File: config.mk
export PLATFORM = sky130hd
export DESIGN_NAME = fp32_to_int_quant
export DESIGN_NICKNAME = d
export VERILOG_FILES = /design/src/rtl/fp_pkg.sv /design/src/rtl/fp_round_rne.sv /design/src/rtl/fp32_to_int_quant.sv
export SDC_FILE = /design/constraint.sdc
export NUM_CORES = 1
export LEC_CHECK = 0
export CAP_MARGIN = 10
export CORE_MARGIN = 2
export CORE_UTILIZATION = 40
export CTS_BUF_LIST = sky130_fd_sc_hd__clkbuf_4 sky130_fd_sc_hd__clkbuf_8
export DETAILED_ROUTE_END_ITERATION = 7
export GPL_TIMING_DRIVEN = 0
export SYNTH_ARGS = -nofsm -noshare
export SYNTH_HDL_FRONTEND = slang
export SYNTH_SLANG_ARGS = --single-unit
File: constraint.sdc
create_clock -name clk -period 6.6 [get_ports clk]
set_input_delay 1.98 -clock clk [delete_from_list [all_inputs] [get_ports clk]]
set_output_delay 1.98 -clock clk [all_outputs]
set_load 0.01 [all_outputs]
File: src/rtl/fp_pkg.sv
// Shared FP32 definitions for the adder, multiplier and FP-to-int blocks.
package fp_pkg;

  typedef struct packed {
    logic        sign;
    logic [7:0]  exponent;
    logic [22:0] fraction;
  } fp32_t;

  localparam int          FP32_BIAS    = 127;
  localparam logic [7:0]  FP32_EXP_MAX = 8'hFF;
  localparam logic [31:0] FP32_QNAN    = 32'h7FC00000;

  typedef enum logic [1:0] {
    FP_ZERO,
    FP_NORM,
    FP_INF,
    FP_NAN
  } fp_class_e;

  // Subnormals are treated as zero: this datapath flushes them.
  function automatic fp_class_e fp_classify(input fp32_t v);
    fp_class_e c;
    if (v.exponent == 8'h00) begin
      c = FP_ZERO;
    end else if (v.exponent == FP32_EXP_MAX) begin
      c = (v.fraction != 23'd0) ? FP_NAN : FP_INF;
    end else begin
      c = FP_NORM;
    end
    return c;
  endfunction

endpackage

File: src/rtl/fp_round_rne.sv
// Combinational mantissa right-shift with round-to-nearest-even.
// Produces the rounded integer magnitude of mant * 2^-rshift, where mant is
// a 24-bit significand with the binary point below bit 23 already folded
// into rshift by the caller.
module fp_round_rne (
  input  logic [23:0] mant,
  input  logic [4:0]  rshift,
  output logic [24:0] mag
);

  logic [47:0] wide;
  logic [23:0] int_part;
  logic        guard;
  logic        sticky;
  logic        inc;

  // Shift with 24 fraction bits kept below the integer part, then RNE.
  always_comb begin
    wide     = {mant, 24'd0} >> rshift;
    int_part = wide[47:24];
    guard    = wide[23];
    sticky   = |wide[22:0];
    inc      = guard & (sticky | int_part[0]);
    mag      = {1'b0, int_part} + {24'd0, inc};
  end

endmodule

File: src/rtl/fp32_to_int_quant.sv
// FP32 -> signed OUT_W-bit requantizer: scale by 2^i_shift, round RNE,
// saturate. Two-stage valid/ready pipeline, one item per cycle.
// Optional build macro FP2INT_RELU_EN: negative inputs produce 0 (no sat).
module fp32_to_int_quant
  import fp_pkg::*;
#(
  parameter int OUT_W   = 8,
  parameter int SHIFT_W = 6
) (
  input  logic                      clk,
  input  logic                      rst_n,
  input  logic                      in_valid,
  output logic                      in_ready,
  input  logic [31:0]               in_data,
  input  logic signed [SHIFT_W-1:0] i_shift,
  output logic                      out_valid,
  input  logic                      out_ready,
  output logic [OUT_W-1:0]          out_data,
  output logic                      out_sat,
  output logic                      out_nan
);

  localparam int                    E_W     = 6;
  localparam logic signed [9:0]     E_LO10  = -10'sd2;
  localparam logic signed [9:0]     E_HI10  = 10'(OUT_W);
  localparam logic signed [E_W-1:0] E_HI    = E_W'(OUT_W);
  localparam logic [24:0]           POS_LIM = 25'((1 << (OUT_W - 1)) - 1);
  localparam logic [24:0]           NEG_LIM = 25'(1 << (OUT_W - 1));
  localparam logic [OUT_W-1:0]      MAX_POS = {1'b0, {(OUT_W - 1){1'b1}}};
  localparam logic [OUT_W-1:0]      MIN_NEG = {1'b1, {(OUT_W - 1){1'b0}}};

  typedef struct packed {
    logic [OUT_W-1:0] data;
    logic             sat;
    logic             nan;
  } res_t;

  // Unbiased, scaled exponent limited to [-2, OUT_W]. Anything below -2
  // rounds to zero exactly like -2, and anything at or above OUT_W
  // saturates, so the clamp keeps shifts small without changing results.
  function automatic logic signed [E_W-1:0] clamp_exp(
    input logic [7:0]                bexp,
    input logic signed [SHIFT_W-1:0] sh
  );
    logic signed [9:0]     e;
    logic signed [E_W-1:0] r;
    e = $signed({2'b00, bexp}) - 10'(FP32_BIAS) + 10'(sh);
    if (e < E_LO10) begin
      r = E_W'(E_LO10);
    end else if (e > E_HI10) begin
      r = E_HI;
    end else begin
      r = E_W'(e);
    end
    return r;
  endfunction

  // Class handling, clamping and sign application on the rounded magnitude.
  function automatic res_t saturate(
    input fp_class_e   cls,
    input logic        sign,
    input logic [24:0] mag,
    input logic        at_max
  );
    res_t r;
    logic forced;
    r      = '0;
    forced = at_max || (cls == FP_INF);
    case (cls)
      FP_NAN:  r.nan = 1'b1;
      FP_ZERO: r     = '0;
      default: begin
        if (sign) begin
          if (forced || (mag > NEG_LIM)) begin
            r.data = MIN_NEG;
            r.sat  = 1'b1;
          end else begin
            r.data = OUT_W'(25'd0 - mag);
          end
        end else begin
          if (forced || (mag > POS_LIM)) begin
            r.data = MAX_POS;
            r.sat  = 1'b1;
          end else begin
            r.data = OUT_W'(mag);
          end
        end
      end
    endcase
`ifdef FP2INT_RELU_EN
    if (sign && (cls != FP_NAN)) begin
      r = '0;
    end
`endif
    return r;
  endfunction

  fp32_t                 in_fp;
  logic                  ld1;
  logic                  ld2;

  logic                  vld_p1;
  logic                  sign_p1;
  logic [23:0]           mant_p1;
  logic signed [E_W-1:0] e_p1;
  fp_class_e             cls_p1;

  logic [4:0]            rshift_p1;
  logic [24:0]           mag_p1;
  res_t                  res_p1;

  assign in_fp    = in_data;
  assign ld2      = !out_valid || out_ready;
  assign ld1      = !vld_p1 || ld2;
  assign in_ready = ld1;

  // ---- stage 1: decode ----
  // Capture sign, significand, clamped exponent and class of the input.
  always_ff @(posedge clk) begin
    if (ld1 && in_valid) begin
      sign_p1 <= in_fp.sign;
      mant_p1 <= {1'b1, in_fp.fraction};
      e_p1    <= clamp_exp(in_fp.exponent, i_shift);
      cls_p1  <= fp_classify(in_fp);
    end
  end

  // ---- stage 2: convert ----
  assign rshift_p1 = 5'(7'sd23 - 7'(e_p1));

  fp_round_rne u_round (
    .mant   (mant_p1),
    .rshift (rshift_p1),
    .mag    (mag_p1)
  );

  always_comb begin
    res_p1 = saturate(cls_p1, sign_p1, mag_p1, (e_p1 == E_HI));
  end

  // Pipe-enable control and registered outputs; reset flushes in-flight items.
  always_ff @(posedge clk or negedge rst_n) begin
    if (!rst_n) begin
      vld_p1    <= 1'b0;
      out_valid <= 1'b0;
      out_data  <= '0;
      out_sat   <= 1'b0;
      out_nan   <= 1'b0;
    end else begin
      if (ld1) begin
        vld_p1 <= in_valid;
      end
      if (ld2) begin
        out_valid <= vld_p1;
        if (vld_p1) begin
          out_data <= res_p1.data;
          out_sat  <= res_p1.sat;
          out_nan  <= res_p1.nan;
        end
      end
    end
  end

endmodule

Word level (Yosys, flattened, before mapping)

Cells that the tools add are included.

Register bits after elaboration: 44
Logic and storage cells: 54

Add/subtract/negate cells: 5
$lt $le $gt $ge: 4
Equality and inequality tests: 4
Shifts and indexed selects: 1
Mux-type cells: 10
Bitwise logic cells: 3
Reductions and logical operators: 16

Operators by type and width:

| cell                                                                           | number |
|---|---|
| 48-bit by 5-bit right shift with 48-bit output                                 | 1 |
| 24-bit by 1-bit adder with 25-bit output                                       | 1 |
| 25-bit by 7-bit > comparator with 1-bit output (second input constant)         | 1 |
| 25-bit by 8-bit > comparator with 1-bit output (second input constant)         | 1 |
| 23-bit nonzero test                                                            | 1 |
| 23-bit OR reduction                                                            | 1 |
| 9-bit two-way mux                                                              | 2 |
| 8-bit two-way mux                                                              | 2 |
| 9-bit by 6-bit adder with 10-bit output                                        | 1 |
| 10-bit by 5-bit > comparator with 1-bit output (second input constant)         | 1 |
| 10-bit by 2-bit less-than comparator with 1-bit output (second input constant) | 1 |
| 8-bit by 7-bit subtractor with 9-bit output (second input constant)            | 1 |
| 8-bit == test (second input constant)                                          | 1 |
| 8-bit zero test                                                                | 1 |
| 1-bit by 8-bit subtractor with 8-bit output (first input constant)             | 1 |
| 6-bit by 5-bit == test with 1-bit output (second input constant)               | 1 |
| 6-bit two-way mux                                                              | 1 |
| 2-bit OR reduction                                                             | 3 |
| 1-bit logical OR                                                               | 5 |
| 1-bit two-way mux                                                              | 5 |
| 5-bit subtractor (first input constant)                                        | 1 |
| 2-bit == test (second input constant)                                          | 2 |
| 1-bit zero test                                                                | 2 |
| 2-bit zero test                                                                | 1 |
| other kinds (5)                                                                | 5 |

Longest topological paths before layout

Gate-level depths: netlist of run 1.

Depth in word-level cells: 11
Depth in mapped cells: 19
Gate-level depth less buffers: 15

By module

A second synthesis of run 1 with hierarchy kept.

Cells, all modules: 547
Area, all modules: 5028.6 µm²

Modules (own cells, without submodules):

| module            | instances | cells an instance | area an instance (µm²) | seq. area each (µm²) |
|---|---|---|---|---|
| fp_round_rne      | 1         | 323               | 2561.2                 | 0.0 |
| fp32_to_int_quant | 1         | 224               | 2467.4                 | 1261.2 |

Worst setup path after synthesis of run 1

Ideal clock, no wire load.

Path type: register to register
From: register e_p1[1]
To: register out_data[6]
Setup time: 0.087 ns
Arrival time: 4.747 ns
Path slack: 1.766 ns
Cell stages (with the launch flop): 16
Buffers on the path: 1
Period minus slack after synthesis: 4.834 ns
Path through: edfxtp_1 inv_1 buf_1 mux4_2 o2bb2ai_1 o22ai_1 inv_1 ha_1 o31ai_1 or2_1 or4_1 mux2_1 a211oi_1 or2b_1 or4_1 a22oi_1

Longest elaborated chain between the ends: 11
Elaborated cells between the ends (all ways): 17
Those cells by class: add/sub: 3; order compare: 2; eq/ne: 1; shift: 1; mux: 4; bitwise: 2; reduce/logical: 4

Ends and longest elaborated chain:

| what                                                                                                                    | line                                             | source |
|---|---|---|
| start, declared                                                                                                         | fp32_to_int_quant.sv:105                         | `logic signed [E_W-1:0] e_p1;` |
| start signal, assigned                                                                                                  | fp32_to_int_quant.sv:123                         | `e_p1 <= clamp_exp(in_fp.exponent, i_shift);` |
| 5-bit subtractor                                                                                                        | fp32_to_int_quant.sv:129                         | `assign rshift_p1 = 5'(7'sd23 - 7'(e_p1));` |
| 48-bit by 5-bit right shift with 48-bit output                                                                          | fp_round_rne.sv:19                               | `wide = {mant, 24'd0} >> rshift;` |
| 23-bit OR reduction                                                                                                     | fp_round_rne.sv:22                               | `sticky = \|wide[22:0];` |
| 1-bit OR                                                                                                                | fp_round_rne.sv:23                               | `inc = guard & (sticky \| int_part[0]);` |
| 1-bit bitwise AND                                                                                                       | fp_round_rne.sv:23                               |  |
| 24-bit by 1-bit adder with 25-bit output                                                                                | fp_round_rne.sv:24                               | `mag = {1'b0, int_part} + {24'd0, inc};` |
| 25-bit by 7-bit > comparator with 1-bit output / 25-bit by 8-bit > comparator with 1-bit output (equally long branches) | fp32_to_int_quant.sv:81, fp32_to_int_quant.sv:74 |  |
| 1-bit logical OR (on tied branches)                                                                                     | fp32_to_int_quant.sv:81, fp32_to_int_quant.sv:74 |  |
| 8-bit two-way mux (on tied branches)                                                                                    | fp32_to_int_quant.sv:81, fp32_to_int_quant.sv:74 |  |
| 9-bit two-way mux (*)                                                                                                   | fp32_to_int_quant.sv:73                          | `if (sign) begin` |
| 9-bit two-way mux (*)                                                                                                   | fp32_to_int_quant.sv:69                          | `case (cls)` |
| end signal, assigned                                                                                                    | fp32_to_int_quant.sv:156                         | `out_data <= res_p1.data;` |
| end, declared                                                                                                           | fp32_to_int_quant.sv:18                          | `output logic [OUT_W-1:0] out_data,` |

Every way passes the cells marked *; elsewhere a longest branch is shown, timed or not.
A chain may end at the register's enable or synchronous reset.

Final worst setup path of run 1

Ends and elaborated chain as after synthesis.

==> impl_metrics.yaml, run 1 <==
run_status:
  status: "complete, no violations"
timing:
  maxSlewHeadroom_pct: 28.6
  worst_slack_ns: 0.808
  fin_skew_ns: 0.0164
  worstMarginPinSlew_ns: 1.06
  finalHoldViolations: 0
  rsz0062_at_grt: "false"
  period_share_pct: 87.8
  finalMaxSlewViolations: 0
  setup-tns-final_ns: 0
  period_needed_ns: 5.79
  report.final.setup_viol: 0
  fmax_mhz: 173
power_and_ir_drop:
  finalPower_uw: 1120
  pwr-share-clk_pct: 15.4
  p_comb_share_pct: 53.2
  power.internal_uw: 660
  cellLeakagePower_uw: 0.00208
  ir_drop_mv: 0.0983
  sequentialPowerShare_pct: 31.5
  swShare_pct: 40.8
  power.density_nw_per_um2: 195
  switchingPower_uw: 455
cts:
  cts_root_buf: "clkbuf_8"
  clk_pin_slew_worst_paths_ns: 0.08
  htree_num_levels: 2
  numCtsBuffers: 5
  cts_buffer_depth: 2
  cts_hold_buf: 0
  ctsResizeCount: 0
  clkSinkCount: 44
  cts_tree: "done"
  cts_setup_buffers: 0
  insertion_delay_ns: 0.31
detailed_routing:
  final_antenna_net_count: 0
  drc: 0
  initialDrtViolationCount: 508
  drt-total-wl_mm: 14.6
  routedWlPerCell_um: 19.3
  dr.pass1.iters: 7
  num_vias: 4837
  vias_per_cell: 6.42
synth:
  synth_edf_count: 32
  syn_avg_cell_area_um2: 8.97
  yosysTopAreaCellShare_pct: 19.7
  synth-main-ff-cell: "edfxtp_1"
  syn_inst: 545
  yosys.area.top_type: "edfxtp_1"
  synth_area_leaders: "edfxtp_1, mux4_2, dfrtp_1"
  seq_area_frac_synth_pct: 25.8
  syn_nets: 604
  ys_types: 76
  async_flop_share_pct: 27.3
  yosys_warnings: 0
  synth_area_um2: 4890
  ys_ff_latch: 44
flow_run:
  cap_viol_max_count: 0
worst_setup_path:
  max_stage_delay_ns: 0.87
  cp.arrival_ns: 6.01
  path_cells: "inv_1 -> buf_1 -> mux4_2 -> o2bb2ai_1 -> o22ai_1 -> inv_1 -> ha_1 -> o31ai_1 -> or2_1 -> or4_1 -> mux2_1 -> a211oi_1 -> or2b_1 -> or4_1 -> a22oi_1"
  cpMaxStageDelayCell: "a211oi_1"
  path_max_fanout: 10
  end_kind: "register"
  crit_type: "reg -> reg"
  cp-start-kind: "register"
  r2r_slack_ns: 0.81
  required_ns: 6.82
floorplanning:
  die_w_um: 115
  pin_count: 54
  start_util_pct: 40.9
  die_area_um2: 13100
  rows: 40
  die_h_um: 115
  core_area_um2: 12000
cells_and_area:
  antenna_cells: 0
  drive_above_1_share_pct: 10.0
  nets: 665
  utilization_pct: 47.8
  fillCellCount: 1195
  area_delta_synth_final_pct: 17.0
  finalInstanceArea_um2: 5720
placed_design:
  gp_congestion: 0.943
  dp_hpwl_mm: 11.4
  portBuffers: 53
  dpl_worst_slack_ns: 0.864
  placed_cell_area_um2: 5630
hold_path:
  holdCritPathClass: "reg -> reg"
grt:
  grt_pass1_wl_mm: 23.3
  grt_pass1_vias: 4621
  antenna_found_initial: 0
  grt.overflow.total: 0
  grt_max_degree: 24
  grt_use_total_pct: 22.4
[cells by family after synthesis]
logic type	count (synthesis)	share of synthesized area (%)
buffers and inverters	48	4.56
AND/OR/NAND/NOR	210	23.3
multiplexers	63	17.9
XOR/XNOR	26	4.66
adder cells (fa/ha/maj)	17	4.50
flip-flops	44	25.8
AO/OA/AOI/OAI	137	19.3
[cells in the mapped netlist, types with 11 or more instances]
cell type / count
mux2_2: 12
nor2_1: 40
edfxtp_1: 32
nand3_1: 21
xnor2_1: 16
dfrtp_1: 12
o21ai_0: 18
nor3_1: 20
nor4_1: 14
a211oi_1: 12
nor2b_1: 11
mux2i_1: 28
clkbuf_1: 13
nand2b_1: 11
a21oi_1: 31
ha_1: 16
inv_1: 21
mux4_2: 17
nand2_1: 39
[path summary, 6_finish.rpt]
path,startpoint,end,depth (start not counted)
worst max-delay path,e_p1[1],out_data[6],15
worst max register to register,e_p1[1],out_data[6],15
worst min register to register,out_data[2],out_data[2],2
max in group asynchronous,rst_n,out_data[0],1
min in group asynchronous,rst_n,out_valid,1
worst min-delay path,out_data[2],out_data[2],2
[per-stage QoR]
stage	hold slack [ns]	cells
after floorplan	0.457	545
after global placement	0.470	745
after detailed placement	0.480	746
after CTS	0.498	754
after global routing	0.520	754
final	0.493	754
[power groups by stage]
stage	Clock (uW)	Sequential, uW	Combinational (uW)
floorplan	0	358	395
global placement	0	356	573
detailed placement	0	357	580
CTS	177	351	582
global route	188	355	640
finish	171	351	593
[placed cells by master, fill, tap and decap left out, types with 4 or more instances in the layout]
cell type        count
clkdlybuf4s50_1     53
nor2_1              40
nand2_1             39
edfxtp_1            32
a21oi_1             31
mux2i_1             28
inv_1               21
nand3_1             21
nor3_1              20
o21ai_0             18
mux4_2              17
xnor2_1             16
ha_1                16
nor4_1              14
clkbuf_1            13
mux2_2              12
a211oi_1            12
dfrtp_1             12
nand2b_1            11
nor2b_1             11
o22ai_1             10
xor2_1              10
a31oi_1              9
and2_1               8
a22o_1               7
or3_1                7
o31ai_1              6
nand4_1              6
a211o_1              5
and3_1               5
clkbuf_8             5
buf_1                4
a22oi_1              4
mux2_1               4
o22a_1               4
a21o_1               4
[state kept, by name, summed over array words and instances (netlist names)]
name / flops
out_valid: 1
vld_p1: 1
mant_p1: 23
out_sat: 1
sign_p1: 1
out_data: 8
cls_p1: 2
e_p1: 6
out_nan: 1
[layout make-up]
type	instances	area (um^2)	area share, %
Tap cell	147	184	3.22
Clock buffer	6	76.3	1.33
Inverter	22	82.6	1.44
Multi-Input combinational cell	453	3400	59.5
Buffer	26	140	2.45
Timing Repair Buffer	54	558	9.76
Sequential cell	44	1260	22.1
Clock inverter	2	12.5	0.219
[metal layers]
layer / GRT usage (%) / part of all wire, % / vias up
li1: - / - / 2250
met5: 0 / 0 / -
met1: 30.3 / 43 / 2320
met3: 3.60 / 7.7 / 33
met4: 8.78 / 2.7 / 0
met2: 35.8 / 47 / 234
[worst max-delay path: cells and delay by family, from the launching register on]
kind,cells,cell delay [ns]
AND/OR/NAND/NOR,4,1.67
adder cells (fa/ha/maj),1,0.16
multiplexers,2,1.03
flip-flops,1,0.41
AO/OA/AOI/OAI,5,1.65
buffers and inverters,3,0.79
No activity file was read; power rests on OpenSTA's default activity.
==> run 2, diff against run 1 <==
Settings changed: ABC_AREA set to 0, CAP_MARGIN 10 to not set.
==> impl_metrics.yaml, run 2 (synthesis results as in run 1) <==
worst_setup_path:
  startpoint: "e_p1[1]"
  max_stage_delay_ns: 0.90
  worstReg2RegStart: "e_p1[1]"
  cp-start-kind: "register"
  cp.arrival_ns: 6.01
  required_ns: 6.81
  crit_type: "reg -> reg"
  end_kind: "register"
  path_max_fanout: 10
  path_cells: "inv_1 -> buf_1 -> mux4_2 -> o2bb2ai_1 -> o22ai_1 -> inv_1 -> ha_1 -> o31ai_1 -> or2_1 -> or4_1 -> mux2_1 -> a211oi_1 -> or2b_1 -> or4_1 -> a22oi_1"
  cpMaxStageDelayCell: "a211oi_1"
cts:
  ctsResizeCount: 0
  cts_root_buf: "clkbuf_8"
  htree_num_levels: 2
  clk_pin_slew_worst_paths_ns: 0.08
  cts_hold_buf: 0
  cts_setup_buffers: 0
  cts_buffer_depth: 2
  cts_tree: "done"
  numCtsBuffers: 5
  clkSinkCount: 44
  insertion_delay_ns: 0.30
grt:
  grt_pass1_vias: 4561
  grt_use_met2_pct: 37.1
  grt_pass1_wl_mm: 23.1
  grt_util_met3_pct: 2.81
  grt.overflow.total: 0
  met1_usage_pct: 29.7
  globalRoute.busiestLayer: "met2"
  grt_max_degree: 33
  antenna_found_initial: 0
  grt_use_total_pct: 22.2
power_and_ir_drop:
  sequentialPowerShare_pct: 31.6
  p_comb_share_pct: 53.1
  pwr-share-clk_pct: 15.3
  power.internal_uw: 658
  swShare_pct: 40.7
  ir_drop_mv: 0.0981
  switchingPower_uw: 451
  cellLeakagePower_uw: 0.00207
  power.density_nw_per_um2: 195
detailed_routing:
  vias_per_cell: 6.36
  initialDrtViolationCount: 527
  drt-total-wl_mm: 14.4
  routedWlPerCell_um: 19.2
  num_vias: 4792
  dr.pass1.iters: 6
  final_antenna_net_count: 0
  drc: 0
timing:
  fmax_mhz: 172
  worst_slack_ns: 0.797
  period_needed_ns: 5.80
  maxSlewHeadroom_pct: 25.9
  finalMaxSlewViolations: 0
  finalHoldViolations: 0
  period_share_pct: 87.9
  report.final.setup_viol: 0
  worstMarginPinSlew_ns: 1.10
  hold_slack_ns: 0.488
  setup-tns-final_ns: 0
  rsz0062_at_grt: "false"
  fin_skew_ns: 0.0157
floorplanning:
  pin_count: 54
  core_area_um2: 12000
  start_util_pct: 40.9
  die_area_um2: 13100
  die_w_um: 115
  rows: 40
  die_h_um: 115
cells_and_area:
  final_common_cell: "clkdlybuf4s50_1"
  utilization_pct: 47.6
  nets: 664
  finalInstanceArea_um2: 5690
  area_delta_synth_final_pct: 16.5
  drive_above_1_share_pct: 10.1
  top_regs: "mant_p1: 23 flops, out_data: 8 flops, e_p1: 6 flops"
  largest-register: "mant_p1"
  final_cell_mix: "clkdlybuf4s50_1, nor2_1, nand2_1"
  antenna_cells: 0
  largest_register_ffs: 23
placed_design:
  dp_hpwl_mm: 11.3
  portBuffers: 53
  placed_cell_area_um2: 5600
  dpl_worst_slack_ns: 0.837
  gp_congestion: 0.943
flow_run:
  cap_viol_max_count: 0
run_status:
  status: "complete, no violations"
hold_path:
  holdCritStartpoint: "out_data[2]"
  holdCritPathClass: "reg -> reg"
run 2: changes by cell type in the layout (fill, tap and decap cells not counted):
cell    change
buf_16      -1
and2_1      -1
and2_2      +1
run 2: final cells by class:
class                   count  area, um^2
plain buffers              26         140
flip-flops and latches     44        1260
fillers                  1145        6270
multi-input cells         453        3410
repair buffers             53         531
inverters                  22        82.6
well taps                 147         184
clock buffers               6        76.3
clock inverters             2        12.5
run 2: path summary, 6_finish.rpt:
path,cells after the start,slack (ns),endpoint
max in group asynchronous,1,4.21,out_data[0]
worst min register to register,2,0.49,out_data[2]
worst max register to register,15,0.80,out_data[6]
worst min-delay path,2,0.49,out_data[2]
worst max-delay path,15,0.80,out_data[6]
min in group asynchronous,1,2.04,out_valid
run 2: critical path: cells and delay by family, from the launching register on:
kind	cells	cell delay, ns
AOI/OAI and AO/OA	5	1.68
adders and majority gates	1	0.16
buffers and inverters	3	0.79
DFF	1	0.41
muxes	2	1.02
and+or+nand+nor	4	1.64
run 2: routing by layer:
metal  up-vias  share of wire (%)
met2       218                 48
li1       2251                  -
met3        30                8.0
met4         0                2.2
met5         -                  0
met1      2293                 42
run 2: per-stage QoR:
stage | total power [uW] | std cells
finish | 1110 | 753
global route | 1180 | 753
CTS | 1110 | 753
detailed placement | 934 | 745
global placement | 929 | 745
floorplan | 753 | 545
run 2: power by group through the flow:
stage / Clock [uW] / Sequential [uW] / Combinational [uW]
2_1_floorplan: 0 / 358 / 395
4_1_cts: 176 / 351 / 579
3_3_place_gp: 0 / 356 / 573
6_report: 170 / 351 / 588
5_1_grt: 188 / 355 / 635
3_5_place_dp: 0 / 358 / 577
==> run 3, diff against run 2 <==
Settings changed: CORE_UTILIZATION 40 to 45, DONT_BUFFER_PORTS set to 1.
Clock period 6.6 ns to 7.5 ns, I/O delays scaled along.
==> impl_metrics.yaml, run 3 (synthesis results as in run 1) <==
cts:
  cts_tree: "done"
  ctsResizeCount: 0
  cts_buffer_depth: 2
  numCtsBuffers: 5
  cts_setup_buffers: 0
  clkSinkCount: 44
  htree_num_levels: 2
  insertion_delay_ns: 0.32
  cts_hold_buf: 0
  clk_pin_slew_worst_paths_ns: 0.09
  cts_root_buf: "clkbuf_8"
grt:
  grt_max_degree: 33
  grt_pass1_vias: 4374
  antenna_found_initial: 0
  grt_use_met2_pct: 38.9
  grt_util_met3_pct: 4.28
  grt_pass1_wl_mm: 22.3
  globalRoute.busiestLayer: "met2"
  grt.overflow.total: 0
  met1_usage_pct: 34.0
  grt_use_total_pct: 24.6
power_and_ir_drop:
  finalPower_uw: 965
  pwr-share-clk_pct: 19.9
  swShare_pct: 40.8
  ir_drop_mv: 0.157
  sequentialPowerShare_pct: 32.7
  cellLeakagePower_uw: 0.00187
  p_comb_share_pct: 47.3
  power.density_nw_per_um2: 186
  power.internal_uw: 572
  switchingPower_uw: 393
timing:
  fmax_mhz: 171
  rsz0062_at_grt: "false"
  setup-tns-final_ns: 0
  period_needed_ns: 5.84
  period_share_pct: 77.9
  worstMarginPinSlew_ns: 1.05
  maxSlewHeadroom_pct: 29.6
  fin_skew_ns: 0.00721
  report.final.setup_viol: 0
  finalMaxSlewViolations: 0
  finalHoldViolations: 0
cells_and_area:
  largest_register_ffs: 23
  final_common_cell: "nor2_1"
  nets: 611
  finalInstanceArea_um2: 5180
  utilization_pct: 48.4
  area_delta_synth_final_pct: 5.96
  final_cell_mix: "nor2_1, nand2_1, edfxtp_1"
  fillCellCount: 1032
  seqCellArea_um2: 1260
  largest-register: "mant_p1"
  drive_above_1_share_pct: 11.0
  multi_input_area_um2: 3410
  antenna_cells: 0
  top_regs: "mant_p1: 23 flops, out_data: 8 flops, e_p1: 6 flops"
worst_setup_path:
  worstReg2RegStart: "e_p1[1]"
  required_ns: 7.73
  cp.arrival_ns: 6.07
  cp-start-kind: "register"
  crit_type: "reg -> reg"
  end_kind: "register"
  path_max_fanout: 10
  startpoint: "e_p1[1]"
hold_path:
  holdCritPathClass: "reg -> reg"
  holdCritStartpoint: "vld_p1"
floorplanning:
  start_util_pct: 45.7
  core_area_um2: 10700
  die_area_um2: 11700
  die_h_um: 108
  rows: 38
  pin_count: 54
  die_w_um: 108
placed_design:
  portBuffers: 0
  gp_congestion: 0.969
  placed_cell_area_um2: 5060
  dp_hpwl_mm: 10.9
run_status:
  status: "complete, no violations"
detailed_routing:
  drt-total-wl_mm: 14.0
  final_antenna_net_count: 0
  vias_per_cell: 6.57
  initialDrtViolationCount: 306
  routedWlPerCell_um: 20.2
  drc: 0
  dr.pass1.iters: 5
  num_vias: 4551
flow_run:
  cap_viol_max_count: 0
-- run 3: final cells by class --
class | count | share of cell area [%]
clock inverters | 3 | 0.894
well taps | 140 | 3.38
flip-flops and latches | 44 | 24.3
inverters | 22 | 1.59
clock buffers | 5 | 1.33
multi-input cells | 453 | 65.7
plain buffers | 26 | 2.71
-- run 3: metal layers --
metal	part of all wire, %	wire length, um
met3	6.8	955
met4	2.5	344
met5	0	0
met2	46	6510
met1	44	6220
-- run 3: path summary, 6_finish.rpt --
kind | depth (start not counted) | end | slack [ns]
setup reg to reg | 15 | out_data[6] | 1.66
hold / removal | 1 | out_valid | 0.50
hold reg to reg | 1 | out_valid | 0.50
max in group asynchronous | 0 | out_nan | 5.81
setup / recovery | 15 | out_data[6] | 1.66
min in group asynchronous | 0 | out_data[1] | 1.62
-- run 3: worst max-delay path, stage by stage (launching register included) --
cell,delay (ns)
edfxtp_1,0.41
inv_1,0.16
buf_1,0.51
mux4_2,0.70
o2bb2ai_1,0.25
o22ai_1,0.25
inv_1,0.12
ha_1,0.16
o31ai_1,0.17
or2_1,0.32
or4_1,0.56
mux2_1,0.34
a211oi_1,0.86
or2b_1,0.30
or4_1,0.48
a22oi_1,0.15
-- run 3: power groups by stage --
stage | combinational [uW] | clock, uW | sequential (uW)
2_1_floorplan | 347 | 0 | 315
3_3_place_gp | 447 | 0 | 321
3_5_place_dp | 448 | 0 | 322
4_1_cts | 450 | 197 | 316
5_1_grt | 498 | 205 | 320
6_report | 457 | 192 | 316
-- run 3: through the flow --
step	std cells	setup slack [ns]	hold WS [ns]
global route	693	1.26	0.537
global placement	685	1.74	0.469
finish	693	1.66	0.496
floorplan	545	2.67	0.457
detailed placement	685	1.75	0.477
CTS	693	1.70	0.500
